## src/rtl/ahb_apb_bridge_multi.sv

```systemverilog
// ahb_apb_bridge_multi: AHB-Lite slave to multi-slave APB master with decode, slave-error and timeout ERROR responses.
module ahb_apb_bridge_multi #(
    parameter int ADDR_WIDTH      = 32,
    parameter int DATA_WIDTH      = 32,
    parameter int NUM_SLAVES      = 4,
    parameter int SLAVE_ADDR_BITS = 12,
    parameter int TIMEOUT         = 0
) (
    input  logic                             HCLK,
    input  logic                             HRESET,
    input  logic                             HSEL,
    input  logic [ADDR_WIDTH-1:0]            HADDR,
    input  logic [1:0]                       HTRANS,
    input  logic                             HWRITE,
    input  logic                             HREADY_IN,
    input  logic [DATA_WIDTH-1:0]            HWDATA,
    output logic [DATA_WIDTH-1:0]            HRDATA,
    output logic                             HRESP,
    output logic                             HREADY_OUT,
    output logic [NUM_SLAVES-1:0]            PSEL,
    output logic                             PENABLE,
    output logic [ADDR_WIDTH-1:0]            PADDR,
    output logic                             PWRITE,
    output logic [DATA_WIDTH-1:0]            PWDATA,
    input  logic [NUM_SLAVES*DATA_WIDTH-1:0] PRDATA,
    input  logic [NUM_SLAVES-1:0]            PREADY,
    input  logic [NUM_SLAVES-1:0]            PSLVERR
);
    localparam int IDX_W = NUM_SLAVES > 1 ? $clog2(NUM_SLAVES) : 1;
    localparam int CNT_W = TIMEOUT > 0 ? $clog2(TIMEOUT + 1) : 1;

    typedef enum logic [2:0] {IDLE, WLATCH, SETUP, ACCESS, ERR1, ERR2} state_t;

    state_t state, state_n;
    logic [IDX_W-1:0] idx_q, idx_in, idx_n;
    logic [CNT_W-1:0] cnt, cnt_n;
    logic accept, dec_err, sel_ready, sel_err, timeout, unused;

    assign unused    = HTRANS[0];
    assign idx_in    = NUM_SLAVES > 1 ? HADDR[SLAVE_ADDR_BITS +: IDX_W] : '0;
    assign dec_err   = int'(idx_in) >= NUM_SLAVES;
    assign accept    = HSEL && HTRANS[1] && HREADY_IN && (state == IDLE || state == ERR2);
    assign idx_n     = accept ? idx_in : idx_q;
    assign sel_ready = PREADY[idx_q];
    assign sel_err   = PSLVERR[idx_q];
    assign cnt_n     = cnt + 1'b1;
    assign timeout   = (TIMEOUT != 0) && (cnt_n == CNT_W'(TIMEOUT));

    always_comb begin
        state_n = state;
        case (state)
            IDLE, ERR2: state_n = accept ? (dec_err ? ERR1 : HWRITE ? WLATCH : SETUP) : IDLE;
            WLATCH:     state_n = SETUP;
            SETUP:      state_n = ACCESS;
            ACCESS:     state_n = sel_ready ? (sel_err ? ERR1 : IDLE) : timeout ? ERR1 : ACCESS;
            ERR1:       state_n = ERR2;
            default:    state_n = IDLE;
        endcase
    end

    // Bus outputs are registered straight from the next state so they line up with it.
    always_ff @(posedge HCLK) begin
        if (HRESET) begin
            state      <= IDLE;
            HREADY_OUT <= 1'b1;
            HRESP      <= 1'b0;
            HRDATA     <= '0;
            PSEL       <= '0;
            PENABLE    <= 1'b0;
            PADDR      <= '0;
            PWRITE     <= 1'b0;
            PWDATA     <= '0;
            idx_q      <= '0;
            cnt        <= '0;
        end else begin
            state      <= state_n;
            HREADY_OUT <= state_n inside {IDLE, ERR2};
            HRESP      <= state_n inside {ERR1, ERR2};
            PSEL       <= state_n inside {SETUP, ACCESS} ? NUM_SLAVES'(1) << idx_n : '0;
            PENABLE    <= state_n == ACCESS;
            cnt        <= state_n == SETUP ? '0 : (state == ACCESS && !sel_ready) ? cnt_n : cnt;
            if (accept) begin
                PADDR  <= HADDR;
                PWRITE <= HWRITE;
                idx_q  <= idx_in;
            end
            if (state == WLATCH)
                PWDATA <= HWDATA;
            if (state == ACCESS && sel_ready && !sel_err && !PWRITE)
                HRDATA <= PRDATA[idx_q*DATA_WIDTH +: DATA_WIDTH];
        end
    end
endmodule
```

## config.mk

```make
export PLATFORM = sky130hd
export DESIGN_NAME = ahb_apb_bridge_multi
export DESIGN_NICKNAME = d
export VERILOG_FILES = /design/src/rtl/ahb_apb_bridge_multi.sv
export SDC_FILE = /design/constraint.sdc
export NUM_CORES = 1
export LEC_CHECK = 0
export CELL_PAD_IN_SITES_DETAIL_PLACEMENT = 1
export CELL_PAD_IN_SITES_GLOBAL_PLACEMENT = 1
export CORE_MARGIN = 4
export CORE_UTILIZATION = 22
export CTS_CLUSTER_SIZE = 28
export DETAILED_ROUTE_END_ITERATION = 8
export PLACE_DENSITY_LB_ADDON = 0.08
export SETUP_SLACK_MARGIN = 0.2
export SYNTH_ARGS = -nofsm -noshare
export SYNTH_HDL_FRONTEND = slang
export SYNTH_SLANG_ARGS = --single-unit
```

## constraint.sdc

```tcl
create_clock -name HCLK -period 1.6 [get_ports HCLK]
set_input_delay 0.32 -clock HCLK [delete_from_list [all_inputs] [get_ports HCLK]]
set_output_delay 0.32 -clock HCLK [all_outputs]
set_load 0.1 [all_outputs]
```

==> reports/metrics.yaml <==
fp.dieW_um: 153.4
setup_total_negative_slack_ns: -6.338
dieArea_um2: 23540
crit_arrival_ns: 2.08
dp_worst_setup_slack_ns: -0.5414
cts_made_buffers: 9
tightest_slew_ns: 0.5742
dpl_cell_area_um2: 9221
cts_tree: "built"
cts_num_sinks: 109
setup_viol: 56
holdCritStartpoint: "HRESET"
violations: "negative setup slack"
min_path_type: "input pin to flip-flop"
post-route-cell-area_um2: 11060
drive_gt1_share_pct: 45.01
fin_crit_ns: 1.814
skew_ns: 0.01092
setup_ws_ns: -0.2142
ios: 311
wl_met1_mm: 9.033
maxCapViolCount: 0
ant_nets: 0
regToRegEndpoint: "HRDATA[23]"
routed-wl-met3_mm: 1.608
post_synth_num_cell_types: 32
grt_max_degree: 42
path_clk_slew_ns: 0.08
routed_wl_mm: 23.84
worstSkewPairLatency_ns: 0.35
reg2reg_slack_ns: -0.21
cts_htree_levels: 3
areaGrowthSynthToFinish_pct: 137.7
multi_input_area_um2: 3136
rr_worst_depth: 6
grt_pass1_wl_mm: 34.96
antenna_found_initial: 0
status: "complete, but fails checks"
gp_congestion: 0.9409
relSlewSlack_pct: 61.72
ctsHoldBuffers: 0
powerDensity_nw_per_um2: 770.2
fmax_mhz: 551.2
firstDrtPassIters: 4
die_y_um: 153.4
crit_start: "idx_q[0]"
synth_fp_nets: 732
total_power_mw: 8.516
finalMaxSlewViolations: 0
hold_viol: 0
grt_pass1_vias: 5813
hpwlAfterDp_mm: 16.46
holdPathEnd: "state[1]"
leakage_nw: 3.868
rows: 52
startpoint_type: "flip-flop"
cts_root_buf: "clkbuf_16"
routed_via_density: 4.632
initial_utilization_pct: 22.70
syn-cell-area_um2: 4652
drc: 0
crit_required_ns: 1.87
synthCells: 525
ys_ff_latch: 109
ys_seq_area_share_pct: 46.91
vias: 5285
fill_cells: 2126
hold_depth: 4
grtUsageTotal_pct: 19.03
clk_path_buf_depth: 2
drt_iter0_markers: 160
wl_per_cell_um: 20.89
worstPathMaxFanout: 8
grt_setup_unrepaired: "true"
num_antenna_cells: 0
avgSynthCellArea_um2: 8.861
yosys_warnings: 0
ir_worst_vdd_mv: 0.5455
overflow: 0
top_layer_used: "met4"
port_buffers: 309
critical_path_class: "flip-flop to flip-flop"
ff_latch_area_um2: 2196
wl_met2_mm: 12.80
worstSetupEndpointType: "flip-flop"
r2r-start: "idx_q[0]"
fin_crit_sh_pct: 113.4
core_area_um2: 20490
nets: 1074
==> critical path, cell delays in order (launching register included) <==
cell and delay (ns):
dfxtp_4 0.38, mux4_2 0.58, nor2_4 0.12, and3_4 0.29
buf_12 0.15, nand2_1 0.05, a21oi_1 0.15
==> registers in the layout, indices dropped and copies added (netlist names), 2 cells and up <==
name,flops
HRDATA,32
PWDATA,32
PADDR,32
PSEL,4
state,3
idx_q,2
==> layout by cell type (no fill, tap or decap), drive strengths merged, types with 2 or more instances in the layout <==
master | netlist | final
clkdlybuf4s50 | 0 | 203
nand2 | 198 | 198
buf | 12 | 166
dfxtp | 109 | 109
a21oi | 103 | 103
mux4 | 33 | 33
clkbuf | 31 | 13
nor2 | 9 | 9
nand3b | 4 | 4
inv | 2 | 4
mux2i | 2 | 2
nor2b | 2 | 2
nor3 | 2 | 2
and3 | 2 | 2
clkinv | 0 | 2
==> how the worst max path moves through the flow <==
stage / to / cells past startpoint
global route: HRDATA[17] / 6
global placement: HRDATA[19] / 7
floorplan: HRDATA[10] / 7
finish: HRDATA[23] / 6
detailed placement: HRDATA[5] / 7
CTS: HRDATA[23] / 7
==> metrics by stage <==
step                instances  util, %  hold WS [ns]
floorplan                 525        -        0.4485
global placement         1093    44.99        0.4742
detailed placement       1093    44.99        0.4816
CTS                      1134    50.38        0.3145
global route             1141    53.96        0.3189
finish                   1141    53.96        0.3056
==> power breakdown <==
group          internal, mW  total [mW]  switching (mW)
registers              2.84        3.02           0.180
clock network          1.23        2.33            1.10
logic                  1.54        3.17            1.63
total                  5.60        8.52            2.91
==> metal layers <==
metal,vias up,GRT usage (%)
li1,2469,-
met1,2590,21.48
met2,201,35.14
met3,25,5.881
met4,0,4.247
met5,-,0
==> cell type report <==
| class | count | area share [%] |
|---|---|---|
| repair buffers | 374 | 45.96 |
| multi-input cells | 371 | 28.35 |
| flip-flops and latches | 109 | 19.86 |
| well taps | 270 | 3.055 |
| clock buffers | 9 | 2.037 |
| clock inverters | 6 | 0.6449 |
| inverters | 2 | 0.09052 |
==> cells in the mapped netlist (all sizes together) <==
library cell	number	share of area [%]
nand2	198	16
a211oi	1	0.27
nor2	9	0.73
or2b	1	0.16
and3	2	0.27
nor3	2	0.22
clkbuf	31	2.5
mux4	33	16
buf	12	2.0
a21oi	103	11
nand3b	4	0.65
or3	1	0.13
nor2b	2	0.27
o22ai	1	0.13
nand4	1	0.13
a222oi	1	0.22
a32oi	1	0.19
inv	2	0.16
nand3	1	0.11
o221ai	1	0.19
a31oi	1	0.13
a21o	1	0.16
or2	1	0.13
and4	1	0.19
o22a	1	0.19
nor3b	1	0.27
mux2i	2	0.43
dfxtp	109	47
xnor2	1	0.19
==> kinds of logic after synthesis <==
kind of cell / count (synthesis) / share of synthesized area (%)
XOR/XNOR: 1 / 0.1883
flip-flops: 109 / 46.91
AO/OA/AOI/OAI: 111 / 12.56
AND/OR/NAND/NOR: 224 / 19.23
buffers and inverters: 45 / 4.707
multiplexers: 35 / 16.41
==> what timing repair did <==
action	in CTS	in global routing
endpoints found under the setup margin	109	109
resized for setup	120	159
setup buffers	15	3
gates cloned	11	4
pin swaps	43	90
No activity file was read; power rests on OpenSTA's default activity.
